==> src/rtl/scan_ctrl.sv <==
`default_nettype none
// ============================================================================
// Module      : scan_ctrl
// Description : Time-multiplexed scan controller for an eight-digit display
//               that is driven through a 74x138-style 3-to-8 decoder.
//               Digits are stepped 0..7. Each digit gets BLANK dark cycles
//               followed by DIV lit cycles. New digit data is double-buffered
//               and swapped in only at a frame boundary (a wrapping 7 -> 0),
//               or at once while the scanner is idle.
//
// Ports       : clk   - single clock, rising edge
//               rst   - asynchronous, active-high reset
//               en    - scan enable (1 = scan, 0 = idle)
//               load  - single-cycle strobe that captures din as pending data
//               din   - eight 4-bit digits, digit k = din[4k+3:4k]
//               mask  - per-digit enable, mask[k]=1 lights digit k
//               a     - digit select to the decoder
//               g1    - decoder active-high enable
//               g2a   - decoder active-low enable
//               g2b   - decoder active-low enable
//               nib   - value of the digit currently selected by a
//               frame - one-cycle pulse when a wraps from 7 to 0
//               ack   - one-cycle pulse when pending data becomes displayed
//
// Revision    : 1.0  initial release
// ============================================================================
module scan_ctrl #(
  parameter int DIV   = 4,  // lit cycles per digit, 1..65535
  parameter int BLANK = 2   // dark cycles before each digit, 0..255
) (
  input  logic        clk,
  input  logic        rst,
  input  logic        en,
  input  logic        load,
  input  logic [31:0] din,
  input  logic [7:0]  mask,
  output logic [2:0]  a,
  output logic        g1,
  output logic        g2a,
  output logic        g2b,
  output logic [3:0]  nib,
  output logic        frame,
  output logic        ack
);

  localparam logic [1:0] S_IDLE  = 2'd0;
  localparam logic [1:0] S_BLANK = 2'd1;
  localparam logic [1:0] S_SHOW  = 2'd2;

  // With BLANK=0 the blanking state is never visited: both the idle exit and
  // the end of a digit go straight to SHOW.
  localparam logic [1:0]  S_NEXT     = (BLANK > 0) ? S_BLANK : S_SHOW;
  localparam logic [15:0] DIV_LAST   = 16'(DIV - 1);
  localparam logic [15:0] BLANK_LAST = 16'((BLANK > 0) ? (BLANK - 1) : 0);

  // FSM and sequencing state
  logic [1:0]  state_q, state_d;
  logic [15:0] cnt_q, cnt_d;
  logic [2:0]  a_q, a_d;

  // Double-buffered digit data
  logic [31:0] disp_q, disp_d;
  logic [31:0] pend_q, pend_d;
  logic        pend_valid_q, pend_valid_d;

  // Registered outputs
  logic        g1_q, g1_d;
  logic        g2a_q, g2a_d;
  logic        g2b_q, g2b_d;
  logic [3:0]  nib_q, nib_d;
  logic        frame_q, frame_d;
  logic        ack_q, ack_d;

  // Decoded events for the current edge
  logic        wrap;   // end of SHOW on digit 7
  logic        apply;  // pending data moves to the display this edge

  // --------------------------------------------------------------------------
  // State register
  // --------------------------------------------------------------------------
  always_ff @(posedge clk or posedge rst) begin
    if (rst) begin
      state_q      <= S_IDLE;
      cnt_q        <= 16'd0;
      a_q          <= 3'd0;
      disp_q       <= 32'd0;
      pend_q       <= 32'd0;
      pend_valid_q <= 1'b0;
      g1_q         <= 1'b0;
      g2a_q        <= 1'b1;
      g2b_q        <= 1'b1;
      nib_q        <= 4'd0;
      frame_q      <= 1'b0;
      ack_q        <= 1'b0;
    end else begin
      state_q      <= state_d;
      cnt_q        <= cnt_d;
      a_q          <= a_d;
      disp_q       <= disp_d;
      pend_q       <= pend_d;
      pend_valid_q <= pend_valid_d;
      g1_q         <= g1_d;
      g2a_q        <= g2a_d;
      g2b_q        <= g2b_d;
      nib_q        <= nib_d;
      frame_q      <= frame_d;
      ack_q        <= ack_d;
    end
  end

  // --------------------------------------------------------------------------
  // Next-state logic: digit timing and digit stepping
  // --------------------------------------------------------------------------
  always_comb begin
    state_d = state_q;
    cnt_d   = cnt_q;
    a_d     = a_q;
    wrap    = 1'b0;

    if (!en) begin
      // Dropping enable abandons the frame without a frame pulse.
      state_d = S_IDLE;
      cnt_d   = 16'd0;
      a_d     = 3'd0;
    end else begin
      case (state_q)
        S_IDLE: begin
          state_d = S_NEXT;
          cnt_d   = 16'd0;
          a_d     = 3'd0;
        end

        S_BLANK: begin
          if (cnt_q == BLANK_LAST) begin
            state_d = S_SHOW;
            cnt_d   = 16'd0;
          end else begin
            cnt_d = cnt_q + 16'd1;
          end
        end

        S_SHOW: begin
          if (cnt_q == DIV_LAST) begin
            state_d = S_NEXT;
            cnt_d   = 16'd0;
            a_d     = a_q + 3'd1;
            wrap    = (a_q == 3'd7);
          end else begin
            cnt_d = cnt_q + 16'd1;
          end
        end

        default: begin
          state_d = S_IDLE;
          cnt_d   = 16'd0;
          a_d     = 3'd0;
        end
      endcase
    end
  end

  // --------------------------------------------------------------------------
  // Output and data-path logic. Outputs are computed from the next state so
  // that, once registered, they line up with the state they describe.
  // --------------------------------------------------------------------------
  always_comb begin
    // Pending data is taken at a frame boundary, or immediately while idle
    // since no frame is being drawn then.
    apply = pend_valid_q & ((state_q == S_IDLE) | wrap);

    disp_d = apply ? pend_q : disp_q;

    // A load on the apply edge still lands in pending (the old pending value
    // is the one that goes to the display), so valid stays set.
    pend_d       = load ? din : pend_q;
    pend_valid_d = load | (pend_valid_q & ~apply);

    g1_d    = (state_d == S_SHOW) & mask[a_d];
    g2a_d   = (state_d != S_SHOW);
    g2b_d   = (state_d != S_SHOW);
    nib_d   = 4'(disp_d >> {a_d, 2'b00});
    frame_d = wrap;
    ack_d   = apply;
  end

  assign a     = a_q;
  assign g1    = g1_q;
  assign g2a   = g2a_q;
  assign g2b   = g2b_q;
  assign nib   = nib_q;
  assign frame = frame_q;
  assign ack   = ack_q;

endmodule
`default_nettype wire

==> config.mk <==
export PLATFORM = sky130hd
export DESIGN_NAME = scan_ctrl
export DESIGN_NICKNAME = d
export VERILOG_FILES = /design/src/rtl/scan_ctrl.sv
export SDC_FILE = /design/constraint.sdc
export NUM_CORES = 1
export LEC_CHECK = 0
export BUFFER_PORTS_ARGS = -buffer_cell sky130_fd_sc_hd__buf_2
export CAP_MARGIN = 20
export CORE_MARGIN = 8
export CORE_UTILIZATION = 53
export CTS_BUF_LIST = sky130_fd_sc_hd__clkbuf_4 sky130_fd_sc_hd__clkbuf_8 sky130_fd_sc_hd__clkbuf_16
export CTS_CLUSTER_DIAMETER = 30
export DETAILED_ROUTE_END_ITERATION = 8
export PLACE_DENSITY_LB_ADDON = 0.1
export SLEW_MARGIN = 5
export SYNTH_ARGS = -nofsm -noshare
export SYNTH_HDL_FRONTEND = slang
export SYNTH_SLANG_ARGS = --single-unit
==> constraint.sdc <==
create_clock -name clk -period 3.02 [get_ports clk]
set_input_delay 0.453 -clock clk [delete_from_list [all_inputs] [get_ports clk]]
set_output_delay 0.453 -clock clk [all_outputs]
set_load 0.01 [all_outputs]
### Word level (Yosys, flattened, before mapping)

Cells that the tools add are included.
Widths: inputs -> output; s select.

* bits in registers: 94
* bits of input ports: 44
* output and inout port bits: 12
* logic and storage cells: 46

* $add $sub $neg: 2
* magnitude comparators: 1
* eq/ne operators: 7
* shifts and indexed selects: 1
* mux-type cells: 17
* bitwise operators: 6
* reductions and logical operators: 1

Operator list (count)
* $mux 16: 3
* $mux 32: 1
* $pmux 16 s2: 1
* $shr 32x5->4: 1
* $add 16x1->16 const B: 1
* $eq 16x1->1 const B: 1
* $eq 16x2->1 const B: 1
* $mux 2: 3
* $mux 3: 2
* $pmux 2 s3: 1
* $pmux 3 s2: 1
* $eq 2x2->1 const B: 2
* $lt 3x4->1 const B: 1
* $mux 1: 4
* $add 3x1->3 const B: 1
* $and 1x1->1: 3
* $bmux 1 s3: 1
* $eq 3x3->1 const B: 1
* $eq 2x1->1 const B: 1
* $logic_not 2->1: 1
* $ne 2x2->1 const B: 1
* $or 1x1->1: 2
* $not 1->1: 1

### Depth between registers and ports, before layout

* word-level depth: 9
* mapped depth: 13
* gate-level depth less buffers: 9

### Least setup slack after synthesis

Ideal clock, no wire load.

* kind: register to register
* from: reg state_q[0]
* to: reg g1_q, in the netlist g1
* setup time: 0.087 ns
* arrival time: 2.306 ns
* required time: 2.933 ns
* path slack: 0.627 ns
* cell stages (with the launch flop): 13
* buffers on the path: 3
* period minus slack after synthesis: 2.393 ns
* path through: dfrtp_1 -> inv_1 -> ha_1 -> buf_4 -> nor4bb_1 -> and4_1 -> buf_4 -> o21ai_1 -> or2_1 -> buf_6 -> mux2i_1 -> mux2_1 -> a211oi_2

* longest elaborated chain between the ends: 6
* elaborated cells between the ends (all ways): 13
* those cells by class: eq/ne (3); mux (8); bitwise (1); reduce/logical (1)

RTL lines
* from (decl): RTL line 57 `logic [1:0] state_q, state_d;`
* from (signal assigned): RTL line 96 `state_q <= state_d;`
* $eq 2x2->1 or $eq 2x1->1 (tied branches): RTL line 126 `case (state_q)`
* $pmux 3 s2: RTL line 126
* $mux 3: RTL line 120 `if (!en) begin`
* $bmux 1 s3: RTL line 178 `g1_d = (state_d == S_SHOW) & mask[a_d];`
* $mux 1 (not written as such): RTL line 178
* $and 1x1->1 (*): RTL line 178
* net g1_d: RTL line 67 `logic g1_q, g1_d;`
* to (signal assigned): RTL line 102 `g1_q <= g1_d;`
* to (decl): RTL line 67

Mark *: on every way through the listed nets, which the timed path passes. The rest lies on a longest branch. The select of a mux whose other input is x is not followed.
A chain may end at the register's enable or synchronous reset.

### Worst setup path in the final report

* from: reg cnt_q[0]
* to: reg nib_q[0], in the netlist nib[0]

* longest elaborated chain between the ends: 8
* elaborated cells between the ends (all ways): 11
* those cells by class: eq/ne (1); shift (1); mux (7); bitwise (2)

RTL lines
* from (decl): RTL line 58 `logic [15:0] cnt_q, cnt_d;`
* from (signal assigned): RTL line 97 `cnt_q <= cnt_d;`
* $eq 16x2->1 (*): RTL line 143 `if (cnt_q == DIV_LAST) begin`
* $mux 1: RTL line 143
* $mux 1: RTL line 126
* $mux 1: RTL line 120
* $or 1x1->1: RTL line 169 `apply = pend_valid_q & ((state_q == S_IDLE) | wrap);`
* $and 1x1->1: RTL line 169
* $mux 32: RTL line 171 `disp_d = apply ? pend_q : disp_q;`
* $shr 32x5->4 (*): RTL line 181 `nib_d = 4'(disp_d >> {a_d, 2'b00});`
* net nib_d[0]: RTL line 70 `logic [3:0] nib_q, nib_d;`
* to (signal assigned): RTL line 105 `nib_q <= nib_d;`
* to (decl): RTL line 70

Mark *: on every way through the listed nets, which the timed path passes. The rest lies on a longest branch.

==> summary.md <==
| Metric | Value |
|---|---|
| Clk pwr share | `between 20% and 30%` |
| Setup-failing EPs final | `0` |
| Hold WC Path Type | `input pin to asynchronous set/reset pin` |
| Count of cell types in the netlist | `48` |
| Syn_nets | `531` |
| CTS Buf Count | `9` |
| PortBufs | `55` |
| Syn_area_per_cell | `between 10 and 15 um2` |
| Diodes inserted | `0` |
| Clk_lat worst skew | `370 ps` |
| Family with the most delay on the worst path | `multiplexers` |
| Row count | `36` |
| Vias in the first global route | `about 3800` |
| Synth area leader | `dfrtp_1` |
| WL met2 | `about 5000 um` |
| RR Endpoint | `nib[0]` |
| Area of the core | `9680 um2` |
| Initial antenna violation count | `0` |
| Vias | `roughly 3800` |
| Final WS setup | `~320 ps` |
| Setup bufs post-CTS | `0` |
| Synth-to-Final Area Change | `10.1%` |
| Synth top area share | `between 40% and 50%` |
| Clk pin slew, worst setup/hold paths | `~90 ps` |
| Post-synthesis instance total | `approximately 480` |
| Crit path cell chain | `ha_1 > nor3b_1 > nand4_2 > mux2i_1 > o21ai_1 > buf_4 > buf_4 > mux2i_1 > mux2i_1 > mux2_2` |
| Starting density of the core | `between 50% and 60%` |
| Fin Setup TNS | `0 ps` |
| Inst Count DP | `~640` |
| Highest routed metal layer | `met4` |
| Worst EP required | `3280 ps` |
| Combinational Power Share | `about a fifth` |
| # IOs | `56` |
| Drt total wl | `11700 um` |
| Die footprint | `roughly 13000 um2` |
| Async SR Flop Fraction | `100%` |
| Flops & latches, synth | `between 90 and 100` |
| Hpwl dp | `8060 um` |
| Non-Filler Instances | `around 660` |
| Cell Area, Synth | `5240 um2` |
| EDFF count, synth | `0` |
| Overflow after GRT | `0` |
| Fin crit share | `89.4%` |
| DRT Pass-1 Iters | `4` |
| First-pass GRT wire length | `a little under 20000 um` |
| CTS resizes | `0` |
| Die width | `~120 um` |
| Slew @ Worst Pin | `around 750 ps` |
| Tot Pwr | `2.98 mW` |
| Largest net degree at the start of global routing | `48` |
| ANT nets after route | `0` |
| WP buf/inv | `2` |
| DRT iter0 DRCs | `around 240` |
| Vias per cell | `5.74` |
| Sw Share | `approximately 29%` |
| Critical-path top delay cell | `dfrtp_1` |
| Yosys warns | `0` |
| Power per Cell Area | `~520 nW/um2` |
| Register share of total power | `50.8%` |
| Type of element capturing the critical path | `register` |
| Post-synthesis sequential area ratio | `between 40 and 50%` |
| Max-Cap Viols | `0` |
| Pint | `~2.1 mW` |
| Hold Vio Cnt, Final | `0` |
| Layout cells sized above 1 | `between 30% and 40%` |
| GRT Overall Usage | `a little under a fifth` |
| Max Transition Viols Final | `0` |
| CTS Sinks | `between 90 and 100` |
| LEAKAGE | `roughly 2.5 nW` |
| R2R Setup Slk | `around 320 ps` |
| Clock Skew | `9.47 ps` |
| Most used DFF post-synth | `dfrtp_1` |
| Slowest stage delay, CP | `between 400 and 500 ps` |
| Maximum VDD drop | `0.265 mV` |
| RePlAce Congestion | `0.846` |
| Critical path class | `register to register` |
| Reg2reg start | `cnt_q[0]` |
| Synth area leaders | `dfrtp_1 44%, mux2_2 7.7%, mux2i_1 5.2%` |
| DRC viols | `0` |
| Final net count | `approximately 570` |
| Highest clock rate | `370 MHz` |
| Metal3 WL | `741 um` |
| CP arrival | `about 3000 ps` |
| NetSw | `around 0.86 mW` |
| Final worst path period need | `between 2000 and 3000 ps` |
| RSZ-0062 raised after global routing | `false` |
| H-tree levels | `3` |
| Number of buffers inserted by hold repair at cts | `0` |
| CTS tree | `built` |
| Reg2Reg Depth | `10` |
| Most common cell on crit path | `mux2i_1` |
| Status | `finished clean` |
| Setup WS pre-CTS | `about 340 ps` |
| Clk buf depth | `2` |
| Startpoint Class | `register` |
| Die span in y | `about 120 um` |
| WL/cell | `17.8 um` |
| CTS root buffer | `clkbuf_8` |
| WL met1 | `around 5700 um` |
| Slew margin rel. | `approximately half` |
| Hold Slack | `between 100 and 150 ps` |
| Worst-path maximum fanout | `8` |
-- cell type report --
type | count | area, um2
Timing Repair Buffer | 70 | 400
Multi-Input combinational cell | 315 | 2530
Tap cell | 133 | 166
Inverter | 31 | 118
Fill cell | 835 | 3910
Sequential cell | 94 | 2350
Clock buffer | 11 | 145
Clock inverter | 5 | 58.8
-- cell families (layout without fill, tap and decap cells) --
family	Yosys count	count (layout)	synth area share, %
flops	94	94	44.9
simple gates	147	147	16.4
compound gates	82	82	14.4
fa+ha+maj	8	8	1.91
xor+xnor	14	14	2.34
mux	64	64	13.1
buf+inv	70	117	6.90
-- worst reg2reg max path, delay by kind of cell (launching register included) --
family | cells | cell delay (ps)
AOI/OAI and AO/OA | 1 | 120
adders and majority gates | 1 | 310
buffers and inverters | 2 | 360
DFF | 1 | 460
muxes | 4 | 820
and+or+nand+nor | 2 | 530
-- placed cells by master (no fill, tap or decap), types with 2 or more instances in the layout --
cell type | Yosys | layout
xnor2_1 | 9 | 9
a21oi_1 | 18 | 18
nor2b_1 | 16 | 16
o311ai_2 | 12 | 12
mux2i_1 | 27 | 27
inv_1 | 30 | 29
nand2_1 | 6 | 6
nand4_1 | 34 | 34
clkbuf_8 | 0 | 10
nor4_4 | 2 | 2
o21a_1 | 17 | 17
o21ai_0 | 3 | 3
nor3b_1 | 3 | 3
clkinv_2 | 0 | 2
o311ai_1 | 4 | 4
nor2_1 | 25 | 25
o211ai_1 | 2 | 2
nand2b_1 | 16 | 16
o211ai_2 | 16 | 16
dfrtp_1 | 93 | 92
mux2_2 | 36 | 36
buf_2 | 3 | 55
and2_1 | 6 | 6
nand3_1 | 26 | 26
buf_4 | 4 | 14
xor2_1 | 5 | 5
and3_1 | 3 | 3
nor3_1 | 3 | 3
o21ai_1 | 4 | 4
ha_1 | 8 | 7
clkinvlp_4 | 0 | 2
-- cells in the mapped netlist (12+ instances only) --
library cell	instances
dfrtp_1	93
mux2_2	36
nand4_1	34
inv_1	30
mux2i_1	27
nand3_1	26
clkbuf_1	25
nor2_1	25
a21oi_1	18
o21a_1	17
nand2b_1	16
nor2b_1	16
o211ai_2	16
o311ai_2	12
-- flip-flops by register name, indices dropped and copies added, names as in the netlist --
register / flops
disp_q: 32
pend_q: 32
cnt_q: 16
nib: 4
a: 3
state_q: 2
ack: 1
frame: 1
g1: 1
g2b: 1
pend_valid_q: 1
-- metal layers --
metal	vias to the layer above	GRT usage, %
li1	1803	-
met1	1880	25.9
met2	89	27.4
met3	10	4.53
met4	0	5.69
met5	-	0
-- through the flow --
step                      util (%)  cell area, um2
after floorplan                  -            5240
after global placement        57.5            5570
after detailed placement      57.5            5570
after CTS                     59.6            5770
after global routing          59.6            5770
final                         59.6            5770
-- power by group through the flow --
stage | combinational [mW] | sequential, mW | clock, mW
finish | 0.604 | 1.51 | 0.861
global route | 0.672 | 1.53 | 0.943
CTS | 0.610 | 1.51 | 0.893
detailed placement | 0.608 | 1.53 | 0
global placement | 0.590 | 1.53 | 0
floorplan | 0.455 | 1.51 | 0
-- worst max path at each step --
| stage | start | slack (ps) | cells past startpoint | to |
|---|---|---|---|---|
| final | cnt_q[0] | 320 | 10 | nib[0] |
| after global routing | cnt_q[0] | 160 | 10 | g1 |
| after CTS | cnt_q[0] | 320 | 10 | nib[0] |
| after detailed placement | cnt_q[0] | 340 | 10 | nib[0] |
| after global placement | cnt_q[0] | 350 | 10 | nib[0] |
| after floorplan | rst | 120 | 1 | a[0] |
Note: power is estimated with default switching activity, not from simulation.
